**src/rtl/mdu_issue_ctrl_if.sv**
```systemverilog
// Handshake bundle between the D/E pipeline, the MDU and the MDU issue controller.
// "master" is the controller's view; "slave" is the pipeline/MDU environment's view.
interface mdu_issue_ctrl_if;
    logic [3:0] md_op_d;
    logic       flush_e;
    logic       mdu_busy;
    logic       start;
    logic [2:0] mdu_op;
    logic       hi_write;
    logic       lo_write;
    logic       stall_d;
    logic       busy_shadow;
    logic       chk_err;

    modport master (
        input  md_op_d, flush_e, mdu_busy,
        output start, mdu_op, hi_write, lo_write, stall_d, busy_shadow, chk_err
    );

    modport slave (
        output md_op_d, flush_e, mdu_busy,
        input  start, mdu_op, hi_write, lo_write, stall_d, busy_shadow, chk_err
    );
endinterface

```
**src/rtl/mdu_issue_ctrl.sv**
```systemverilog
// E-stage MDU initiator: holds the E copy of MD-class ops, issues them, shadows MDU busy and stalls D.
// Optional macro MDU_BUSY_CHECK_EN adds a sticky compare of the real MDU busy against the shadow.
module mdu_issue_ctrl #(
    parameter int MUL_LAT = 4,
    parameter int DIV_LAT = 9,
    parameter int CNT_W   = 4
) (
    input  logic              clk,
    input  logic              reset,
    mdu_issue_ctrl_if.master  bus
);

    typedef enum logic [1:0] {
        IDLE    = 2'd0,
        MUL_RUN = 2'd1,
        DIV_RUN = 2'd2
    } state_t;

    state_t           state_r;
    state_t           state_nxt_s;
    logic [CNT_W-1:0] cnt_r;
    logic [CNT_W-1:0] cnt_nxt_s;
    logic [3:0]       op_e_r;
    logic [3:0]       op_d_s;
    logic             busy_shadow_r;
    logic             start_s;
    logic             is_md_d_s;
    logic             stall_d_s;
    logic [2:0]       mdu_op_s;

    // Codes 9..15 carry no MD meaning and collapse to "none".
    function automatic logic [3:0] norm_op(input logic [3:0] op);
        return (op > 4'd8) ? 4'd0 : op;
    endfunction

    // Decode of the D-stage request and the E-stage slot.
    always_comb begin
        op_d_s    = norm_op(bus.md_op_d);
        is_md_d_s = (op_d_s != 4'd0);
        start_s   = (op_e_r >= 4'd1) && (op_e_r <= 4'd4);
        stall_d_s = is_md_d_s && (start_s || busy_shadow_r);
        mdu_op_s  = start_s ? (op_e_r[2:0] - 3'd1) : 3'd0;
    end

    // Next-state logic; a start seen while running is ignored and never reloads the counter.
    always_comb begin
        state_nxt_s = state_r;
        cnt_nxt_s   = cnt_r;
        case (state_r)
            IDLE: begin
                if (start_s) begin
                    if (op_e_r <= 4'd2) begin
                        state_nxt_s = MUL_RUN;
                        cnt_nxt_s   = CNT_W'(MUL_LAT);
                    end else begin
                        state_nxt_s = DIV_RUN;
                        cnt_nxt_s   = CNT_W'(DIV_LAT);
                    end
                end else begin
                    state_nxt_s = IDLE;
                    cnt_nxt_s   = {CNT_W{1'b0}};
                end
            end
            MUL_RUN, DIV_RUN: begin
                if (cnt_r == CNT_W'(1)) begin
                    state_nxt_s = IDLE;
                    cnt_nxt_s   = {CNT_W{1'b0}};
                end else begin
                    state_nxt_s = state_r;
                    cnt_nxt_s   = cnt_r - CNT_W'(1);
                end
            end
            default: begin
                state_nxt_s = IDLE;
                cnt_nxt_s   = {CNT_W{1'b0}};
            end
        endcase
    end

    // E slot, FSM state, counter and shadow busy registers.
    always_ff @(posedge clk) begin
        if (!reset) begin
            op_e_r        <= 4'd0;
            state_r       <= IDLE;
            cnt_r         <= {CNT_W{1'b0}};
            busy_shadow_r <= 1'b0;
        end else begin
            op_e_r        <= (stall_d_s || bus.flush_e) ? 4'd0 : op_d_s;
            state_r       <= state_nxt_s;
            cnt_r         <= cnt_nxt_s;
            busy_shadow_r <= (state_nxt_s != IDLE);
        end
    end

    assign bus.start       = start_s;
    assign bus.mdu_op      = mdu_op_s;
    assign bus.hi_write    = (op_e_r == 4'd5);
    assign bus.lo_write    = (op_e_r == 4'd6);
    assign bus.stall_d     = stall_d_s;
    assign bus.busy_shadow = busy_shadow_r;

`ifdef MDU_BUSY_CHECK_EN
    logic chk_err_r;

    // Sticky disagreement flag between the real MDU busy and the shadow.
    always_ff @(posedge clk) begin
        if (!reset) begin
            chk_err_r <= 1'b0;
        end else if (bus.mdu_busy != busy_shadow_r) begin
            chk_err_r <= 1'b1;
        end else begin
            chk_err_r <= chk_err_r;
        end
    end

`ifndef SYNTHESIS
    logic [31:0] cycle_r;

    // Cycle stamp and report for busy disagreements.
    always_ff @(posedge clk) begin
        if (!reset) begin
            cycle_r <= 32'd0;
        end else begin
            cycle_r <= cycle_r + 32'd1;
            if (bus.mdu_busy != busy_shadow_r) begin
                $display("mdu_issue_ctrl: busy disagreement cycle=%0d state=%s cnt=%0d",
                         cycle_r, state_r.name(), cnt_r);
            end
        end
    end
`endif

    assign bus.chk_err = chk_err_r;
`else
    assign bus.chk_err = 1'b0;
`endif

endmodule

```
**src/flat_wrapper.sv**
```systemverilog
// flat-port wrapper written by rule: the top's interface ports become plain ports
module mdu_issue_ctrl_flat 
#(
    parameter int MUL_LAT = 4,
    parameter int DIV_LAT = 9,
    parameter int CNT_W   = 4
)
  (clk, reset, bus_md_op_d, bus_flush_e, bus_mdu_busy, bus_start, bus_mdu_op, bus_hi_write, bus_lo_write, bus_stall_d, bus_busy_shadow, bus_chk_err);
  mdu_issue_ctrl_if bus_i ();
  input  logic clk;
  input  logic reset;
  input wire logic [$bits(bus_i.md_op_d)-1:0] bus_md_op_d;
  input wire logic [$bits(bus_i.flush_e)-1:0] bus_flush_e;
  input wire logic [$bits(bus_i.mdu_busy)-1:0] bus_mdu_busy;
  output wire logic [$bits(bus_i.start)-1:0] bus_start;
  output wire logic [$bits(bus_i.mdu_op)-1:0] bus_mdu_op;
  output wire logic [$bits(bus_i.hi_write)-1:0] bus_hi_write;
  output wire logic [$bits(bus_i.lo_write)-1:0] bus_lo_write;
  output wire logic [$bits(bus_i.stall_d)-1:0] bus_stall_d;
  output wire logic [$bits(bus_i.busy_shadow)-1:0] bus_busy_shadow;
  output wire logic [$bits(bus_i.chk_err)-1:0] bus_chk_err;
  assign bus_i.md_op_d = bus_md_op_d;
  assign bus_i.flush_e = bus_flush_e;
  assign bus_i.mdu_busy = bus_mdu_busy;
  assign bus_start = bus_i.start;
  assign bus_mdu_op = bus_i.mdu_op;
  assign bus_hi_write = bus_i.hi_write;
  assign bus_lo_write = bus_i.lo_write;
  assign bus_stall_d = bus_i.stall_d;
  assign bus_busy_shadow = bus_i.busy_shadow;
  assign bus_chk_err = bus_i.chk_err;
  mdu_issue_ctrl #(.MUL_LAT(MUL_LAT), .DIV_LAT(DIV_LAT), .CNT_W(CNT_W)) u_core (.clk(clk), .reset(reset), .bus(bus_i));
endmodule
```
**config.mk**
```make
export PLATFORM = sky130hd
export DESIGN_NAME = mdu_issue_ctrl_flat
export DESIGN_NICKNAME = d
export VERILOG_FILES = /design/src/rtl/mdu_issue_ctrl_if.sv /design/src/rtl/mdu_issue_ctrl.sv /design/src/flat_wrapper.sv
export SDC_FILE = /design/constraint.sdc
export NUM_CORES = 1
export LEC_CHECK = 0
export CORE_UTILIZATION = 41
export DETAILED_ROUTE_END_ITERATION = 10
export GPL_TIMING_DRIVEN = 0
export MAX_ROUTING_LAYER = met4
export PLACE_DENSITY = 0.71
export SYNTH_ARGS = -nofsm -noshare
export SYNTH_HDL_FRONTEND = slang
export SYNTH_SLANG_ARGS = --single-unit
```
**constraint.sdc**
```tcl
create_clock -name clk -period 1.7 [get_ports clk]
set_clock_uncertainty 0.15 [all_clocks]
set_input_delay 0.34 -clock clk [delete_from_list [all_inputs] [get_ports clk]]
set_output_delay 0.34 -clock clk [all_outputs]
set_load 0.02 [all_outputs]
```
==> impl_results.md <==
- Fillers: 102
- Core area: 1370 sq um
- R2R cell count: 9
- Top post-synthesis cells by area: dfxtp_1 35%, ha_1 14%, and2_1 4.9%
- Cts bufs inserted: 3
- Die Width: 41.3 um
- Area of the multi-input gates: 462 sq um
- First-pass GRT wire length: 1890 um
- Post-synthesis net count: 88
- Share of the synthesized area in the top cell type: 0.348
- Vias in the first global route: 489
- Nature of the critical path startpoint: flop
- Crit Path Max Fanout: 4
- Initial core utilization: 0.463
- # nets final: 118
- Hpwl dp: 917 um
- Critical path arrival: 1510 ps
- Number of synthesized flops with an enable pin: 0
- Layout Area Growth over Synthesis: 58.7%
- Drt drc: 0
- Hold Crit Class: reg -> reg
- CTS tree: built
- CTS root buf: clkbuf_4
- Worst r2r src: u_core.op_e_r[1]$_SDFF_PP0_
- Initial drt markers: 6
- Sequential cell area: 225 sq um
- Asr flop ratio synth: 0
- Hold Vio Cnt, Final: 0
- Netlist cell types: 28
- Worst EP required: 1210 ps
- Period utilization: 1.17
- Clock Tree Buf Depth: 2
- Placed Cells: 102
- Yosys top cell by area: dfxtp_1
- Routed vias: 576
- Die ar.: 1710 sq um
- Hold wc startpoint: u_core.state_r[1]$_SDFF_PN0_
- Rows: 13
- YS warnings: 0
- Syn Std Cell Area: 633 sq um
- Worst skew pair latency: 270 ps
- Via density: 4.92
- Hold Path Stages: 2
- Most common cell after layout, fill and taps aside: buf_4
- Worst setup margin: -295 ps
- Grt total ovfl: 0
- Clock Sinks: 11
- H-tree Lvls: 1
- Peak supply drop: 0.479 mV
- Slew Viols, Final: 0
- IO Port Bufs: 14
- Ant diodes: 0
- Tmin final: 2000 ps
- Io pins: 17
- Cell count after synthesis: 73
- Failing checks: negative setup slack
- Sequential share of the synthesized area: 0.348
- Syn avg cell area: 8.67 sq um
- Hold slack: 359 ps
- Cell Count, Final, Fillers Out: 117
- Ys flop type: dfxtp_1
- # setup viols final: 10
- Max-cap viol count: 0
- Crit Path Class: reg -> out
- Drt total wl: 1370 um
- GP Congestion: 0.665
- Remaining antenna violation count after routing: 0
- RSZ-0062 raised after global routing: yes
- Final Util: 0.735
- Pin count of the biggest net entering global routing: 8
- Power density cells: 654 nW/um^2
- Share of layout cells above drive strength 1: 0.441
- Outcome: complete, but fails checks
- Clock slew at reported path FFs: 70 ps
- Leak pwr: 0.000416 uW
- Critical path origin: u_core.op_e_r[1]$_SDFF_PP0_
- GRT Overall Usage: 0.181
- Routed WL per cell: 11.7 um
- Commonest non-fill, non-tap cells in the layout: 10 x buf_4, 9 x dfxtp_1, 7 x nand2_1
- Die Ht: 41.3 um
- Flops & latches, synth: 11
- CP Capture Type: output pin
- Peak Freq: 501 MHz
- Worst slack, placed: -724 ps
- First-pass iteration count of the detailed router: 4
- Initial antenna violation count: 0
-- power breakdown --
| group | internal, uW | switching [uW] |
|---|---|---|
| Clock | 90.6 | 82.6 |
| Combinational | 111 | 95.9 |
| Sequential | 267 | 10.3 |
-- final timing paths --
| path | end | slack (ps) |
|---|---|---|
| worst max-delay path | bus_stall_d | -300 |
| worst min-delay path | u_core.state_r[1]$_SDFF_PN0_ | 360 |
| worst max register to register | u_core.op_e_r[2]$_SDFF_PP0_ | -70 |
| worst min register to register | u_core.state_r[1]$_SDFF_PN0_ | 360 |
-- synth_stat cells (2+ instances only) --
| master | number |
|---|---|
| a21oi_1 | 6 |
| and2_1 | 5 |
| dfxtp_1 | 11 |
| ha_1 | 7 |
| inv_1 | 6 |
| nand2_1 | 7 |
| nand2b_1 | 2 |
| nor2_1 | 7 |
| nor3_1 | 2 |
| o21ai_0 | 2 |
-- critical path, cell delays in order (launching register included) --
cell      delay, ps
dfxtp_2         350
inv_4            50
ha_4            150
nand2b_4        140
a22oi_4         210
inv_4            80
nor2_4          100
a21oi_4          40
buf_6           130
-- layer usage --
metal | GRT usage | part of all wire | up-vias | wire length (um)
met5 | - | 0 | - | 0
met4 | 0.121 | 0.010 | 0 | 14
met3 | 0.0372 | 0.042 | 4 | 57
met2 | 0.281 | 0.52 | 17 | 713
met1 | 0.209 | 0.43 | 254 | 584
li1 | - | - | 301 | -
-- through the flow --
| stage | setup TNS, ps | cell area (sq um) | total power, uW |
|---|---|---|---|
| 2_1_floorplan | 0 | 663 | 381 |
| 3_5_place_dp | -2500 | 822 | 435 |
| 4_1_cts | -1370 | 922 | 630 |
| 5_1_grt | -2140 | 1000 | 687 |
| 3_3_place_gp | -2380 | 822 | 432 |
| 6_report | -1580 | 1000 | 658 |
-- layout make-up --
class / instances / share of cell area
timing repair buffer: 25 / 0.233
tap: 15 / 0.0187
buffer: 1 / 0.00747
inverter: 7 / 0.0311
sequential: 11 / 0.224
clock buffer: 4 / 0.0262
multi-input combinational: 54 / 0.460
-- sequential cells by signal (all words and copies together), names as in the netlist --
signal / flops
u_core.cnt_r: 4
u_core.op_e_r: 4
u_core.state_r: 2
u_core.bus.busy_shadow: 1
-- logic make-up after synthesis --
group / synth area share
buffers and inverters: 0.0534
adder cells (fa/ha/maj): 0.138
AO/OA/AOI/OAI: 0.146
other: 0.00592
flip-flops: 0.348
XOR/XNOR: 0.0277
AND/OR/NAND/NOR: 0.281
-- timing repair --
action	4_1_cts	5_1_grt
resized for setup	41	15
endpoints found under the setup margin	8	12
hold buffers	0	0
pin swaps	2	1
buffers inserted	7	4
No activity file was read; power rests on OpenSTA's default activity.
